File: config.mk
export PLATFORM = sky130hd
export DESIGN_NAME = serial_xnor_comparator
export DESIGN_NICKNAME = d
export VERILOG_FILES = /design/src/rtl/xnor_cmp_pkg.sv /design/src/rtl/bit_match_cell.sv /design/src/rtl/serial_xnor_comparator.sv
export SDC_FILE = /design/constraint.sdc
export NUM_CORES = 1
export LEC_CHECK = 0
export ABC_AREA = 1
export CAP_MARGIN = 20
export CORE_AREA = 10 10 47 49
export CTS_CLUSTER_DIAMETER = 40
export DETAILED_ROUTE_END_ITERATION = 6
export DIE_AREA = 0 0 57 59
export MAX_ROUTING_LAYER = met4
export PLACE_DENSITY = 0.74
export SYNTH_ARGS = -nofsm -noshare
export SYNTH_HDL_FRONTEND = slang
export SYNTH_SLANG_ARGS = --single-unit
File: constraint.sdc
create_clock -name clk -period 1.9 [get_ports clk]
set_input_delay 0.38 -clock clk [delete_from_list [all_inputs] [get_ports clk]]
set_output_delay 0.38 -clock clk [all_outputs]
set_load 0.05 [all_outputs]
File: src/rtl/xnor_cmp_pkg.sv
// Shared types and limits for the serial XNOR word comparator.
package xnor_cmp_pkg;

    localparam int unsigned FRAME_LEN_MAX = 1024;

    typedef enum logic [1:0] {
        S_IDLE = 2'd0,
        S_RUN  = 2'd1,
        S_DONE = 2'd2
    } cmp_state_t;

endpackage : xnor_cmp_pkg

File: src/rtl/bit_match_cell.sv
// Per-bit XNOR match plus the running whole-frame AND accumulator.
module bit_match_cell (
    input  logic clk,
    input  logic rst_n,
    input  logic a,
    input  logic b,
    input  logic clr,
    input  logic en,
    output logic match_c,
    output logic acc_c,
    output logic acc_q
);

    logic acc_d;

    always_comb begin
        match_c = ~(a ^ b);
        acc_d   = acc_q;
        if (clr) begin
            acc_d = 1'b1;
        end else if (en) begin
            acc_d = acc_q & match_c;
        end
        acc_c = acc_d;
    end

    always_ff @(posedge clk) begin
        if (!rst_n) begin
            acc_q <= 1'b1;
        end else begin
            acc_q <= acc_d;
        end
    end

endmodule : bit_match_cell

File: src/rtl/serial_xnor_comparator.sv
// Bit-serial frame comparator: FSM, bit counter and optional mismatch counter.
// Optional Hamming-distance output enabled by SERIAL_XNOR_COMPARATOR_MISMATCH_CNT_EN.
module serial_xnor_comparator
    import xnor_cmp_pkg::*;
#(
    parameter  int unsigned FRAME_LEN = 8,
    localparam int unsigned CNT_W     = $clog2(FRAME_LEN + 1)
) (
    input  logic             clk,
    input  logic             rst_n,
    input  logic             start,
    input  logic             bit_valid,
    input  logic             a,
    input  logic             b,
    output logic             busy,
    output logic             done,
    output logic             equal,
    output logic [CNT_W-1:0] mismatch_cnt
);

    localparam logic [CNT_W-1:0] LAST_BIT = CNT_W'(FRAME_LEN - 1);

    cmp_state_t       state_q, state_d;
    logic [CNT_W-1:0] bit_cnt_q, bit_cnt_d;
    logic             busy_q, busy_d;
    logic             done_q, done_d;
    logic             equal_q, equal_d;
    logic             accept_c;
    logic             take_bit_c;
    logic             last_bit_c;
    logic             match_c;
    logic             acc_c;
    logic             acc_q;

    assign accept_c   = (state_q == S_IDLE) && start;
    assign take_bit_c = (state_q == S_RUN) && bit_valid;
    assign last_bit_c = take_bit_c && (bit_cnt_q == LAST_BIT);

    bit_match_cell u_match (
        .clk     (clk),
        .rst_n   (rst_n),
        .a       (a),
        .b       (b),
        .clr     (accept_c),
        .en      (take_bit_c),
        .match_c (match_c),
        .acc_c   (acc_c),
        .acc_q   (acc_q)
    );

    // State register
    always_ff @(posedge clk) begin
        if (!rst_n) begin
            state_q <= S_IDLE;
        end else begin
            state_q <= state_d;
        end
    end

    // Next-state logic
    always_comb begin
        state_d = state_q;
        case (state_q)
            S_IDLE:  if (start) state_d = S_RUN;
            S_RUN:   if (last_bit_c) state_d = S_DONE;
            S_DONE:  state_d = S_IDLE;
            default: state_d = S_IDLE;
        endcase
    end

    // Output and datapath next values
    always_comb begin
        busy_d    = (state_d == S_RUN);
        done_d    = (state_d == S_DONE);
        bit_cnt_d = bit_cnt_q;
        equal_d   = equal_q;
        if (accept_c) begin
            bit_cnt_d = '0;
            equal_d   = 1'b0;
        end else if (take_bit_c) begin
            // Counter parks at zero after the last bit instead of running past it
            bit_cnt_d = last_bit_c ? '0 : bit_cnt_q + CNT_W'(1);
            if (last_bit_c) begin
                equal_d = acc_c;
            end
        end
    end

    always_ff @(posedge clk) begin
        if (!rst_n) begin
            bit_cnt_q <= '0;
            busy_q    <= 1'b0;
            done_q    <= 1'b0;
            equal_q   <= 1'b0;
        end else begin
            bit_cnt_q <= bit_cnt_d;
            busy_q    <= busy_d;
            done_q    <= done_d;
            equal_q   <= equal_d;
        end
    end

`ifdef SERIAL_XNOR_COMPARATOR_MISMATCH_CNT_EN
    logic [CNT_W-1:0] mm_cnt_q, mm_cnt_d;
    logic [CNT_W-1:0] mismatch_q, mismatch_d;
    logic             diff_c;

    // Running Hamming distance; published only when the frame completes
    always_comb begin
        diff_c     = ~match_c;
        mm_cnt_d   = mm_cnt_q;
        mismatch_d = mismatch_q;
        if (accept_c) begin
            mm_cnt_d = '0;
        end else if (take_bit_c) begin
            mm_cnt_d = mm_cnt_q + CNT_W'(diff_c);
            if (last_bit_c) begin
                mismatch_d = mm_cnt_q + CNT_W'(diff_c);
            end
        end
    end

    always_ff @(posedge clk) begin
        if (!rst_n) begin
            mm_cnt_q   <= '0;
            mismatch_q <= '0;
        end else begin
            mm_cnt_q   <= mm_cnt_d;
            mismatch_q <= mismatch_d;
        end
    end

    assign mismatch_cnt = mismatch_q;
`else
    assign mismatch_cnt = '0;
`endif

    assign busy  = busy_q;
    assign done  = done_q;
    assign equal = equal_q;

endmodule : serial_xnor_comparator

* Word-level counts from Yosys, hierarchy flattened
Cells that the tools add are included.
** Storage, ports and cells
- Output and inout port bits :: 7
- Flip-flop bits (word level) :: 10
- Bits of input ports :: 6
** Operators by class
- Bitwise gates (word level) :: 4
- Equality and inequality tests :: 4
- Reduce and logical (&&, ||, !) cells :: 6
- Mux-type cells :: 6
- Add/subtract/negate cells :: 1
** Operators with widths (count)
- $add A4 B1 Y4 const B :: 1
- $eq A2 B1 Y1 const B :: 2
- $eq A4 B3 Y1 const B :: 1
- $mux W2 :: 2
- $mux W4 :: 1
- $pmux W2 S2 :: 1
- $logic_and A1 B1 Y1 :: 3
- $eq A2 B2 Y1 const B :: 1
- $logic_not A2 Y1 :: 1
- $mux W1 :: 2
- $not A1 Y1 :: 2
- $reduce_and A2 Y1 :: 1
- $reduce_or A2 Y1 :: 1
- $and A1 B1 Y1 :: 1
- $xor A1 B1 Y1 :: 1

* Longest topological paths before layout
Gate-level depths: netlist (run 1).
- Depth after elaboration :: 6
- Depth in mapped cells :: 6

* Hierarchy
From an unflattened synthesis (run 1), not the netlist that was laid out.
** Second synthesis, totals
- Cell total of the unflattened synthesis :: 65
- Area total of the unflattened synthesis :: 505.5 sq um
** Modules (own cells, without submodules)
- serial_xnor_comparator :: area each 430.4 sq um, times used 1, seq. area each 180.2 sq um, cells an instance 54
- bit_match_cell :: area each 75.1 sq um, times used 1, seq. area each 20.0 sq um, cells an instance 11

* Worst setup path before layout (run 1)
Ideal clock, no wire load.
- Path type :: register to register
- Start point :: register bit_cnt_q[0]
- End point :: register equal_q, in the netlist equal
- Cell stages (with the launch flop) :: 6
- Required time :: 1.787 ns
- Arrival time :: 0.997 ns
- Path slack :: 0.790 ns
- Clock period less this slack :: 1.110 ns
- Cells stage by stage :: dfxtp_1 ha_1 nand3_2 or2_1 nand3_2 nand2_1
** On the way
- Cells in the longest elaborated chain, start to end :: 3
** Ends and longest elaborated chain
- start: declaration :: RTL line serial_xnor_comparator.sv:24 : logic [CNT_W-1:0] bit_cnt_q, bit_cnt_d;
- start signal: assignment :: RTL line serial_xnor_comparator.sv:96 : bit_cnt_q <= bit_cnt_d;
- $eq A4 B3 Y1 :: RTL line serial_xnor_comparator.sv:37 : assign last_bit_c = take_bit_c && (bit_cnt_q == LAST_BIT);
- $logic_and A1 B1 Y1 :: RTL line serial_xnor_comparator.sv:37
- $reduce_and A2 Y1 (no source line)
- end signal: assignment :: RTL line serial_xnor_comparator.sv:99 : equal_q <= equal_d;
- end: declaration :: RTL line serial_xnor_comparator.sv:27 : logic equal_q, equal_d;
No other way between the ends.
A chain may end at the register's enable or synchronous reset.

* Worst setup path after layout (run 1)
- Start point :: register busy_q, in the netlist busy
- End point :: output busy
** RTL lines
- start: declaration :: RTL line serial_xnor_comparator.sv:25 : logic busy_q, busy_d;
- start signal: assignment :: RTL line serial_xnor_comparator.sv:97 : busy_q <= busy_d;
- end: declaration :: RTL line serial_xnor_comparator.sv:15 : output logic busy,
No word-level cell between the ends.

==> metrics.yaml, run 1 <==
routedWlPerCell_microns: 10.79
synth-seq-cells: 10
met2_usage_pct: 10.39
cp.arrival_ns: 1.37
core_sq_mm: 0.001401
finalCritPeriodShare_pct: 92.15
yosysTopAreaCellShare_pct: 41.56
ant_nets: 0
skew_ns: 0.01123
crit_family: "buffers and inverters"
gr-usage-met3_pct: 5.365
grt.busiest_layer: "met2"
crit_buf_inv: 1
rrSetupSlack_ns: 0.67
synth_top_area_cell: "dfxtp_1"
synthAdderAreaFrac_pct: 2.597
antenna_found_initial: 0
synthMuxAreaShare_pct: 0
worst_pin_slew_ns: 0.4957
final_nets: 83
cts_tree: "done"
synth_top_family_by_area: "simple AND/OR/NAND/NOR gates"
post_cts_buffers: 0
grt_pass1_vias: 384
required_ns: 1.52
cp-end-kind: "output pin"
timing.hold.ws_ns: 0.4920
clkTransAtPathRegs_ns: 0.07
die_h_microns: 59
die_x_microns: 57
max-vdd-ir-drop_mv: 0.4097
r2r-end: "equal"
gr-usage-met1_pct: 5.181
ys_warn_count: 0
antenna_cells: 0
crit_chain: "clkdlybuf4s50_1"
min_to: "equal"
fp-row-count: 14
dr.pass1.iters: 4
hold_depth: 2
max_stage_delay_ns: 0.80
worstHoldStart: "equal"
vias_per_cell: 4.356
synth_xor_area_share_pct: 1.818
overflow: 0
synth_edf_count: 0
crit_fanout: 1
yosysMostFrequentCell: "nand2_1"
routed_wl_microns: 971
fmax_mhz: 571.2
synthTopCellsByCount: "18 x nand2_1, 10 x dfxtp_1, 9 x inv_1"
cts_hold_buf: 0
ioPinCount: 13
cts-root-buf: "clkbuf_4"
place.gp.congestion: 0.7720
final_layout_size_suffix_gt1_share_pct: 12.16
synthSimpleGateAreaFrac_pct: 30.39
dp_hpwl_microns: 759.3
dp_cells: 87
ff2ff_path_depth: 5
syn_inst: 64
synth_cell_types: 18
setup_tns_ns: 0
min_period_ns: 1.751
synth-main-ff-cell: "dfxtp_1"
grt_setup_unrepaired: "false"
crit_start: "busy"
ctsResizeCount: 0
clock_path_buffers: 2
ys_seq_area_share_pct: 41.56
worstSetupPathType: "reg -> out"
p_total_uw: 425.4
hold_path_class: "reg -> reg"
slew_headroom_pct: 66.85
route.detailed.drc: 0
status: "finished, final reports clean"
portBuffers: 8
clk_latency_ns: 0.27
fill_cells: 138
cts_buffers: 3
cpMaxStageDelayCell: "clkdlybuf4s50_1"
leakage_nw: 0.2691
async_reset_ff_share_pct: 0
slew_viol_final: 0
grt_usage_pct: 6.163
cts_max_level: 1
grt_pass1_wl_microns: 1593
vias: 392
synthesis.area_sq_um: 481.7
cap_violations: 0
grt_max_degree: 9
finalSetupViolCount: 0
dieArea_sq_mm: 0.003363
startpoint_type: "register"
reg2reg_from: "bit_cnt_q[0]"
fin_cells: 90
start_util_pct: 34.38
drtIter0Drc: 5
synth_compound_area_share_pct: 8.831
syn_to_final_growth_pct: 21.04
finalHoldViolations: 0
syn_area_per_cell_sq_um: 7.527
synth_area_leaders: "dfxtp_1 42%, nand2_1 14%, inv_1 7.0%, a21oi_1 6.2%, buf_4 6.2%"
power_density_mw_per_mm2: 729.7
cts.sinks: 10
==> sequential cells by signal, summed over array words and instances (netlist names) <==
register,flops
bit_cnt_q,4
state_q,2
busy,1
done,1
equal,1
u_match.acc_q,1
==> per-layer routing <==
layer / vias up / share of wire [%] / wire length (microns)
met5: - / 0 / 0
met3: 2 / 12 / 112
li1: 211 / - / -
met4: 0 / 0.62 / 6
met2: 12 / 49 / 480
met1: 167 / 38 / 371
==> final cells by class <==
class	count	area (sq um)	share of cell area [%]
Inverter	10	37.54	6.438
Sequential cell	10	200.2	34.33
Timing Repair Buffer	8	77.57	13.30
Tap cell	16	20.02	3.433
Multi-Input combinational cell	43	225.2	38.63
Clock buffer	3	22.52	3.863
==> power by group <==
part           switching, mW  total, mW  internal [mW]
Clock                 0.0691      0.142         0.0729
Combinational         0.0440     0.0649         0.0208
Sequential           0.00384      0.219          0.215
Total                  0.117      0.425          0.308
==> placed cells by master (no fill, tap or decap) <==
cell type	count
inv_2	1
o21ai_0	1
inv_1	9
or2_1	1
nand3_4	1
buf_4	1
xor2_1	1
nor3_1	1
dfxtp_1	10
nor2_1	4
nor3_2	1
ha_1	1
o21bai_1	1
nand3_2	2
conb_1	4
a21oi_1	6
nand3_1	1
clkdlybuf4s50_1	7
clkbuf_4	3
nand2_1	18
==> stage by stage <==
stage	utilization (%)	setup WS [ns]	instance area, sq um
after global routing	41.61	0.1193	583.1
final	41.61	0.1492	583.1
after global placement	40.00	0.3840	560.5
after floorplan	-	0.7898	493.0
after CTS	41.61	0.1278	583.1
after detailed placement	40.00	0.3628	560.5
==> how the worst max path moves through the flow <==
stage | to | cells past startpoint | slack (ns)
after floorplan | equal | 5 | 0.79
after global placement | equal | 5 | 0.38
after detailed placement | equal | 5 | 0.36
after CTS | busy | 1 | 0.13
after global routing | busy | 1 | 0.12
final | busy | 1 | 0.15
==> logic make-up after synthesis <==
| family | Yosys count |
|---|---|
| buffers and inverters | 14 |
| DFF | 10 |
| and+or+nand+nor | 29 |
| xor gates and xnor gates | 1 |
| adders and majority gates | 1 |
| AOI/OAI and AO/OA | 8 |
| other | 1 |
(Power assumes the default switching activity.)
==> run 2, diff against run 1 <==
--- a/config.mk
+++ b/config.mk
@@ -13,6 +13,8 @@
 export DIE_AREA = 0 0 57 59
 export MAX_ROUTING_LAYER = met4
 export PLACE_DENSITY = 0.74
+export SETUP_SLACK_MARGIN = 0.02
+export SLEW_MARGIN = 30
 export SYNTH_ARGS = -nofsm -noshare
 export SYNTH_HDL_FRONTEND = slang
 export SYNTH_SLANG_ARGS = --single-unit
==> results of run 2 <==
Final layout, timing and power as in run 1 (identical DEF).
